==> src/rtl/ex_alu_unit.sv <==
// ex_alu_unit: execute-stage ALU with single-cycle logic/add/sub/slt
// and a WIDTH-cycle iterative shift-add multiply that stalls upstream.
//
// Ports:
//   clk_i      rising-edge clock
//   rst_i      asynchronous reset, active-low
//   valid_i    operation present on ALUCtrl_i/src1_i/src2_i
//   flush_i    squash accepted/in-flight operation
//   ALUCtrl_i  4-bit operation code
//   src1_i     operand A
//   src2_i     operand B
//   result_o   registered result
//   zero_o     registered, result_o == 0
//   done_o     one-cycle pulse when result_o/zero_o are written
//   stall_o    combinational, upstream must hold ID/EX
module ex_alu_unit #(
    parameter int WIDTH = 32
) (
    input  logic             clk_i,
    input  logic             rst_i,
    input  logic             valid_i,
    input  logic             flush_i,
    input  logic [3:0]       ALUCtrl_i,
    input  logic [WIDTH-1:0] src1_i,
    input  logic [WIDTH-1:0] src2_i,
    output logic [WIDTH-1:0] result_o,
    output logic             zero_o,
    output logic             done_o,
    output logic             stall_o
);

    localparam int CW = (WIDTH > 1) ? $clog2(WIDTH) : 1;
    localparam logic [CW-1:0] LAST = CW'(WIDTH - 1);

    localparam logic [3:0] OP_AND  = 4'b0000;
    localparam logic [3:0] OP_OR   = 4'b0001;
    localparam logic [3:0] OP_ADD  = 4'b0010;
    localparam logic [3:0] OP_ADDI = 4'b1010;
    localparam logic [3:0] OP_SUB  = 4'b0110;
    localparam logic [3:0] OP_BEQ  = 4'b1110;
    localparam logic [3:0] OP_SLT  = 4'b0111;
    localparam logic [3:0] OP_SLTI = 4'b1111;
    localparam logic [3:0] OP_MUL  = 4'b0011;

    typedef enum logic {
        S_IDLE,
        S_MUL
    } state_t;

    state_t           state_q, state_d;
    logic [WIDTH-1:0] mcand_q, mcand_d;
    logic [WIDTH-1:0] mplier_q, mplier_d;
    logic [WIDTH-1:0] prod_q, prod_d;
    logic [CW-1:0]    cnt_q, cnt_d;
    logic [WIDTH-1:0] result_q, result_d;
    logic             zero_q, zero_d;
    logic             done_q, done_d;

    logic [WIDTH-1:0] alu_res;
    logic [WIDTH-1:0] mul_sum;
    logic             accept;
    logic             start_mul;

    // Single-cycle datapath; unknown codes fall through to 0.
    always_comb begin
        alu_res = '0;
        case (ALUCtrl_i)
            OP_AND:           alu_res = src1_i & src2_i;
            OP_OR:            alu_res = src1_i | src2_i;
            OP_ADD, OP_ADDI:  alu_res = src1_i + src2_i;
            OP_SUB, OP_BEQ:   alu_res = src1_i - src2_i;
            OP_SLT, OP_SLTI:  alu_res = {{(WIDTH-1){1'b0}},
                                         $signed(src1_i) < $signed(src2_i)};
            default:          alu_res = '0;
        endcase
    end

    assign accept    = (state_q == S_IDLE) & valid_i & ~flush_i;
    assign start_mul = accept & (ALUCtrl_i == OP_MUL);

    // Partial sum including this cycle's multiplier bit.
    assign mul_sum = prod_q + (mplier_q[0] ? mcand_q : '0);

    always_comb begin
        state_d  = state_q;
        mcand_d  = mcand_q;
        mplier_d = mplier_q;
        prod_d   = prod_q;
        cnt_d    = cnt_q;
        result_d = result_q;
        zero_d   = zero_q;
        done_d   = 1'b0;
        case (state_q)
            S_IDLE: begin
                if (start_mul) begin
                    mcand_d  = src1_i;
                    mplier_d = src2_i;
                    prod_d   = '0;
                    cnt_d    = '0;
                    state_d  = S_MUL;
                end else if (accept) begin
                    result_d = alu_res;
                    zero_d   = (alu_res == '0);
                    done_d   = 1'b1;
                end
            end
            S_MUL: begin
                if (flush_i) begin
                    state_d = S_IDLE;
                end else begin
                    prod_d   = mul_sum;
                    mcand_d  = mcand_q << 1;
                    mplier_d = mplier_q >> 1;
                    cnt_d    = cnt_q + CW'(1);
                    if (cnt_q == LAST) begin
                        result_d = mul_sum;
                        zero_d   = (mul_sum == '0);
                        done_d   = 1'b1;
                        state_d  = S_IDLE;
                    end
                end
            end
            default: state_d = S_IDLE;
        endcase
    end

    always_ff @(posedge clk_i or negedge rst_i) begin
        if (!rst_i) begin
            state_q  <= S_IDLE;
            mcand_q  <= '0;
            mplier_q <= '0;
            prod_q   <= '0;
            cnt_q    <= '0;
            result_q <= '0;
            zero_q   <= 1'b0;
            done_q   <= 1'b0;
        end else begin
            state_q  <= state_d;
            mcand_q  <= mcand_d;
            mplier_q <= mplier_d;
            prod_q   <= prod_d;
            cnt_q    <= cnt_d;
            result_q <= result_d;
            zero_q   <= zero_d;
            done_q   <= done_d;
        end
    end

    assign result_o = result_q;
    assign zero_o   = zero_q;
    assign done_o   = done_q;
    // Gated by reset so the hazard unit never sees a stale stall.
    assign stall_o  = rst_i & ((state_q == S_MUL) | start_mul);

endmodule

==> config.mk <==
export PLATFORM = sky130hd
export DESIGN_NAME = ex_alu_unit
export DESIGN_NICKNAME = d
export VERILOG_FILES = /design/src/rtl/ex_alu_unit.sv
export SDC_FILE = /design/constraint.sdc
export NUM_CORES = 1
export LEC_CHECK = 0
export BUFFER_PORTS_ARGS = -buffer_cell sky130_fd_sc_hd__buf_2
export CAP_MARGIN = 10
export CORE_UTILIZATION = 33
export DETAILED_ROUTE_END_ITERATION = 6
export PLACE_DENSITY_LB_ADDON = 0.3
export SLEW_MARGIN = 25
export SYNTH_ARGS = -nofsm -noshare
export SYNTH_HDL_FRONTEND = slang
export SYNTH_SLANG_ARGS = --single-unit
export TNS_END_PERCENT = 20
==> constraint.sdc <==
create_clock -name clk_i -period 3.2 [get_ports clk_i]
set_input_delay 0.64 -clock clk_i [delete_from_list [all_inputs] [get_ports clk_i]]
set_output_delay 0.64 -clock clk_i [all_outputs]
set_load 0.005 [all_outputs]
# Word-level counts from Yosys, hierarchy flattened
# Cells that the tools add are included.
[totals]
elab_cells = 77
output_inout_bits = 35
ramBits = 0
reg_bits = 136
n_memories = 0
romBits = 0
latch_bits = 0
in_bits = 72
[classes]
n_div = 0
eq_ne = 14
mul = 0
n_reduce_logical = 8
addsub = 4
mux = 33
n_bitwise = 9
shifts = 0
order_cmp = 1
[ops]
columns = ["operator", "count"]
rows = [
  ["two-way mux 32 bit", 11],
  ["case mux 32 bit (2 select lines)", 4],
  ["case mux 32 bit (5 select lines)", 1],
  ["adder 32 bit", 2],
  ["logical NOT 32 bit", 2],
  ["AND 32 bit", 1],
  ["less-than comparator 32 bit", 1],
  ["OR 32 bit", 1],
  ["subtractor 32 bit", 1],
  ["equality test 4 bit, second input constant", 3],
  ["two-way mux 1 bit", 11],
  ["two-way mux 5 bit", 2],
  ["case mux 5 bit (2 select lines)", 1],
  ["equality test 4 x 2 -> 1 bit, second input constant", 2],
  ["equality test 4 x 3 -> 1 bit, second input constant", 2],
  ["!= test 2 bit, second input constant", 4],
  ["case mux 1 bit (2 select lines)", 3],
  ["OR reduction 2 bit", 3],
  ["adder 5 x 1 -> 5 bit, second input constant", 1],
  ["equality test 5 bit, second input constant", 1],
  ["AND 1 bit", 4],
  ["equality test 4 x 1 -> 1 bit, second input constant", 1],
  ["logical NOT 4 bit", 1],
  ["AND reduction 4 bit", 1],
  ["4 further kinds", 5],
]

# Logic depth before layout (Yosys ltp)
[logic_depth]
depth_word = 7
depth_mapped = 16
ltp_nobuf = 16

# Worst setup path after synthesis
# OpenSTA, ideal clock, no wires.
[synth_timing]
path_kind = "input to register"
startpoint = "input src1_i[4]"
endpoint = "register zero_q (netlist: zero_o)"
slack_ps = -442
t_arrival_ps = 3576
setup_time_ps = 66
t_required_ps = 3134
path_buffers = 1
stages = 15
path_cell_list = "inv_1 -> ha_1 -> buf_6 -> and2_1 -> a221o_1 -> o2111ai_2 -> a21oi_1 -> o31a_1 -> a31oi_1 -> mux2_2 -> a211oi_1 -> o221a_2 -> and4b_1 -> and4_1 -> a221o_1"
[synth_between]
elab_chain_len = 6
word_cells_on_any_way = 10
cone_classes = "add/sub (2); order compare (1); mux (4); bitwise (2); reduce/logical (1)"
[synth_rtl]
columns = ["element", "line", "text"]
rows = [
  ["from (decl)", "24", "input logic [WIDTH-1:0] src1_i,"],
  ["subtractor 32 bit, or another cell as far along", "71", "OP_SUB, OP_BEQ: alu_res = src1_i - src2_i;"],
  ["case mux 32 bit (5 select lines) (*)", "67", "case (ALUCtrl_i)"],
  ["logical NOT 32 bit (*)", "103", "zero_d = (alu_res == '0);"],
  ["two-way mux 1 bit (*)", "101", "end else if (accept) begin"],
  ["two-way mux 1 bit (*)", "95", "if (start_mul) begin"],
  ["case mux 1 bit (2 select lines) (*)", "93", "case (state_q)"],
  ["to (signal assigned)", "144", "zero_q <= zero_d;"],
  ["to (decl)", "56", "logic zero_q, zero_d;"],
]
# Mark *: on every way between the ends. The rest lies on a longest branch, timed or not. The select of a mux whose other input is x is not followed.
# A chain may end at the register's enable or synchronous reset.

# Worst setup path in the final report
[layout_timing]
startpoint = "input src2_i[1]"
endpoint = "register zero_q (netlist: zero_o)"
[layout_between]
elab_chain_len = 6
word_cells_on_any_way = 10
cone_classes = "add/sub (2); order compare (1); mux (4); bitwise (2); reduce/logical (1)"
[layout_rtl]
columns = ["element", "line", "text"]
rows = [
  ["from (decl)", "25", "input logic [WIDTH-1:0] src2_i,"],
  ["subtractor 32 bit, or another cell as far along", "71", ""],
  ["case mux 32 bit (5 select lines) (*)", "67", ""],
  ["logical NOT 32 bit (*)", "103", ""],
  ["two-way mux 1 bit (*)", "101", ""],
  ["two-way mux 1 bit (*)", "95", ""],
  ["case mux 1 bit (2 select lines) (*)", "93", ""],
]
# Marked as above.

==> metrics.cfg <==
[status]
run_status=finished with violations
violated_checks=negative setup slack

[setup_path]
critPathArrivalTime_ns=4.18
worstSetupStartpointType=input pin
worst-setup-path-type=input pin to register
cpMaxStageDelayCell=sky130_fd_sc_hd__a211oi_1
timing.critical_path.required_ns=3.59
timing.critical_path.slowest_cell_delay_ns=0.35
setup.worst_path.end_class=register
crit_chain=buf_2 > clkinvlp_4 > buf_4 > ha_1 > o21ba_2 > a2111o_1 > buf_4 > a21oi_1 > a211oi_1 > o31a_1 > o221ai_1 > nand4b_1 > nor4_1 > buf_4 > nand4_1 > nor4_1 > and4_1 > a221o_1
cp_common_cell=sky130_fd_sc_hd__buf_4
critPathMaxFanout=4

[cts]
h-tree-depth=4
clkLatencyLatePin_ns=0.46
path_clk_slew_ns=0.07
clock_tree_from_tritoncts=yes
ctsHoldBuffers=0
clock-root-buffer=sky130_fd_sc_hd__clkbuf_16
cts_made_buffers=17
cts.path.max_buffers=2
sinks_on_clock_net=136

[grt]
grt_antenna_before_repair=0
global_route.overflow_total=0
grt_first_pass_wirelength_mm=77.1
grt_pass1_vias=13842
grt_util_all_layers_pct=25.4
grt_max_degree=87

[sta]
post-route-period-util_pct=118
timing_max_transition_violations_final=0
max_freq_ghz=0.264
timing.slew.headroom_pct=35.6
rsz0062_at_grt=true
setup-violations-final=21
final_hold_viol_count=0
tightest_slew_ns=0.966
post-route-min-period_ns=3.79
layout_setup_ws_ns=-0.586
clock_skew_ns=0.0124

[die]
cell_rows=72
die_height_um=200
ios=107
fp.coreArea_mm2=0.0386
floorplan.initialDensity_pct=33.5
chipWidth_um=200
die_area_mm2=0.0400

[route]
drt_first_pass_iters=5
detail_route.wl_per_cell_um=18.7
drt-vias-per-instance=5.23
drc_errors_left=0
drtAntennaViolNets=0
drt_iter0_markers=1063
drt_wl_total_mm=50.1
route.vias.total=14040

[synthesis]
post_synth_edffs=0
mappedNetlistNets=1845
synth_seq_area_share_pct=26.3
synth_top_cell_by_area=sky130_fd_sc_hd__dfrtp_1
ys_seq_elements=136
yosys.area.top_type_share_pct=26.3
flip_flop_cell_with_the_highest_count_after_synthesis=sky130_fd_sc_hd__dfrtp_1
synthesis.instances=1638
synth_cell_area_mm2=0.0129
synth_top_cells_by_area=sky130_fd_sc_hd__dfrtp_1, sky130_fd_sc_hd__ha_1, sky130_fd_sc_hd__mux2i_1
ys_types=78
yosys_warnings=0
post_synth.cell_area_avg_um2=7.90
asyncSetResetFlopFracSynth_pct=100

[placed_design]
io_buffers=106
gp_congestion=0.962
pre_cts_ws_ns=-1.11
hpwlAfterDp_mm=39.4

[min_path]
hold_path_class=input pin to async pin

[power]
p_per_area_mw_per_mm2=429
p_leak_nw=9.23
worst_ir_drop_vdd_uv=435
design_power_total_w=0.00808

[cells_and_area]
post_route_cells_drive_above_1_share_pct=35.1
num-nets-final=2360
areaGrowthSynthToFinish_pct=45.7

[flow_run]
cap_viol_max_count=0

==> power breakdown <==
part,switching [W],internal (W),total [W]
Combinational,0.00184,0.00186,0.00370
Sequential,0.000266,0.00208,0.00234
Clock,0.000881,0.00115,0.00203
==> logic make-up after synthesis <==
group | after synthesis | share of synthesized area [%]
buffers and inverters | 211 | 6.35
DFF | 136 | 26.3
and+or+nand+nor | 495 | 17.6
AOI/OAI and AO/OA | 501 | 24.5
xor gates and xnor gates | 56 | 3.79
muxes | 104 | 8.14
adders and majority gates | 135 | 13.2
==> final cells by class <==
cell class	count	area [um2]
timing repair buffer	588	4280
fill	3746	19800
inverter	119	450
clock buffer	18	429
sequential	136	3410
clock inverter	13	148
antenna	3	7.51
tap	518	648
multi-input combinational	1291	9470
==> repair_timing <==
action,in CTS,in global routing
resized for setup,89,61
endpoints found under the setup margin,29,31
gates cloned,1,1
buffers inserted,19,7
pin swaps,43,34
==> state kept, by name, indices dropped and copies added, names as in the netlist <==
name	cells
cnt_q	5
done_o	1
mcand_q	32
mplier_q	32
prod_q	32
result_o	32
state_q	1
zero_o	1
==> cells in the mapped netlist (21+ instances only) <==
master	count
sky130_fd_sc_hd__nor3_1	24
sky130_fd_sc_hd__nor2b_1	22
sky130_fd_sc_hd__o21ai_0	177
sky130_fd_sc_hd__ha_1	132
sky130_fd_sc_hd__nand3_1	21
sky130_fd_sc_hd__clkbuf_1	68
sky130_fd_sc_hd__xnor2_1	36
sky130_fd_sc_hd__nor2_1	107
sky130_fd_sc_hd__a21oi_1	114
sky130_fd_sc_hd__dfrtp_1	136
sky130_fd_sc_hd__inv_1	117
sky130_fd_sc_hd__nand2_1	211
sky130_fd_sc_hd__mux2i_1	94
sky130_fd_sc_hd__and2_1	35
==> stage by stage <==
step                      util, %  hold WS (ns)  instance area (um2)  instances  TNS [ns]
after floorplan                 -         0.344                13000       1638    -0.698
after global placement       44.9         0.453                17400       2635    -15.86
after detailed placement     44.9         0.463                17400       2635    -17.91
after CTS                    48.0        0.0165                18500       2683     -5.29
after global routing         48.7        0.0226                18800       2683     -8.28
final                        48.8        0.0237                18800       2686     -4.95
==> metal layers <==
layer	GRT usage [%]	wire, um	part of all wire, %	vias to the layer above
met4	6.64	951	1.9	0
met2	41.2	22900	46	414
met1	35.2	23500	47	6740
met5	0	0	0	-
met3	3.43	2730	5.4	53
li1	-	-	-	6833
==> placed cells by master (no fill, tap or decap), types with 20 or more instances in the layout <==
cell type                 instances
sky130_fd_sc_hd__inv_1          115
sky130_fd_sc_hd__xnor2_1         29
sky130_fd_sc_hd__and2_1          24
sky130_fd_sc_hd__nand3_1         20
sky130_fd_sc_hd__nor2b_1         22
sky130_fd_sc_hd__buf_2          105
sky130_fd_sc_hd__ha_1           116
sky130_fd_sc_hd__a21o_1          20
sky130_fd_sc_hd__mux2i_1         94
sky130_fd_sc_hd__o21ai_0        158
sky130_fd_sc_hd__buf_4          464
sky130_fd_sc_hd__a21oi_2         21
sky130_fd_sc_hd__dfrtp_1        135
sky130_fd_sc_hd__nor3_1          21
sky130_fd_sc_hd__a21oi_1         93
sky130_fd_sc_hd__nand2_1        207
sky130_fd_sc_hd__nor2_1         102
==> worst paths after layout <==
kind / from / end / slack (ns) / cells past startpoint
max: src2_i[1] / zero_o / -0.59 / 18
min: rst_i / mplier_q[27] / 0.02 / 1
max in group asynchronous: rst_i / state_q / 2.18 / 2
min reg2reg: result_o[17] / result_o[17] / 0.47 / 1
max reg2reg: mplier_q[0] / zero_o / -0.53 / 18
min in group clk_i: src1_i[0] / mcand_q[0] / 0.46 / 3
==> worst max-delay path: cells and delay by family <==
kind / cells / cell delay (ns)
buffers and inverters: 5 / 0.72
and+or+nand+nor: 5 / 1.19
AOI/OAI and AO/OA: 7 / 1.45
adders and majority gates: 1 / 0.16
No activity file was read; power rests on OpenSTA's default activity.
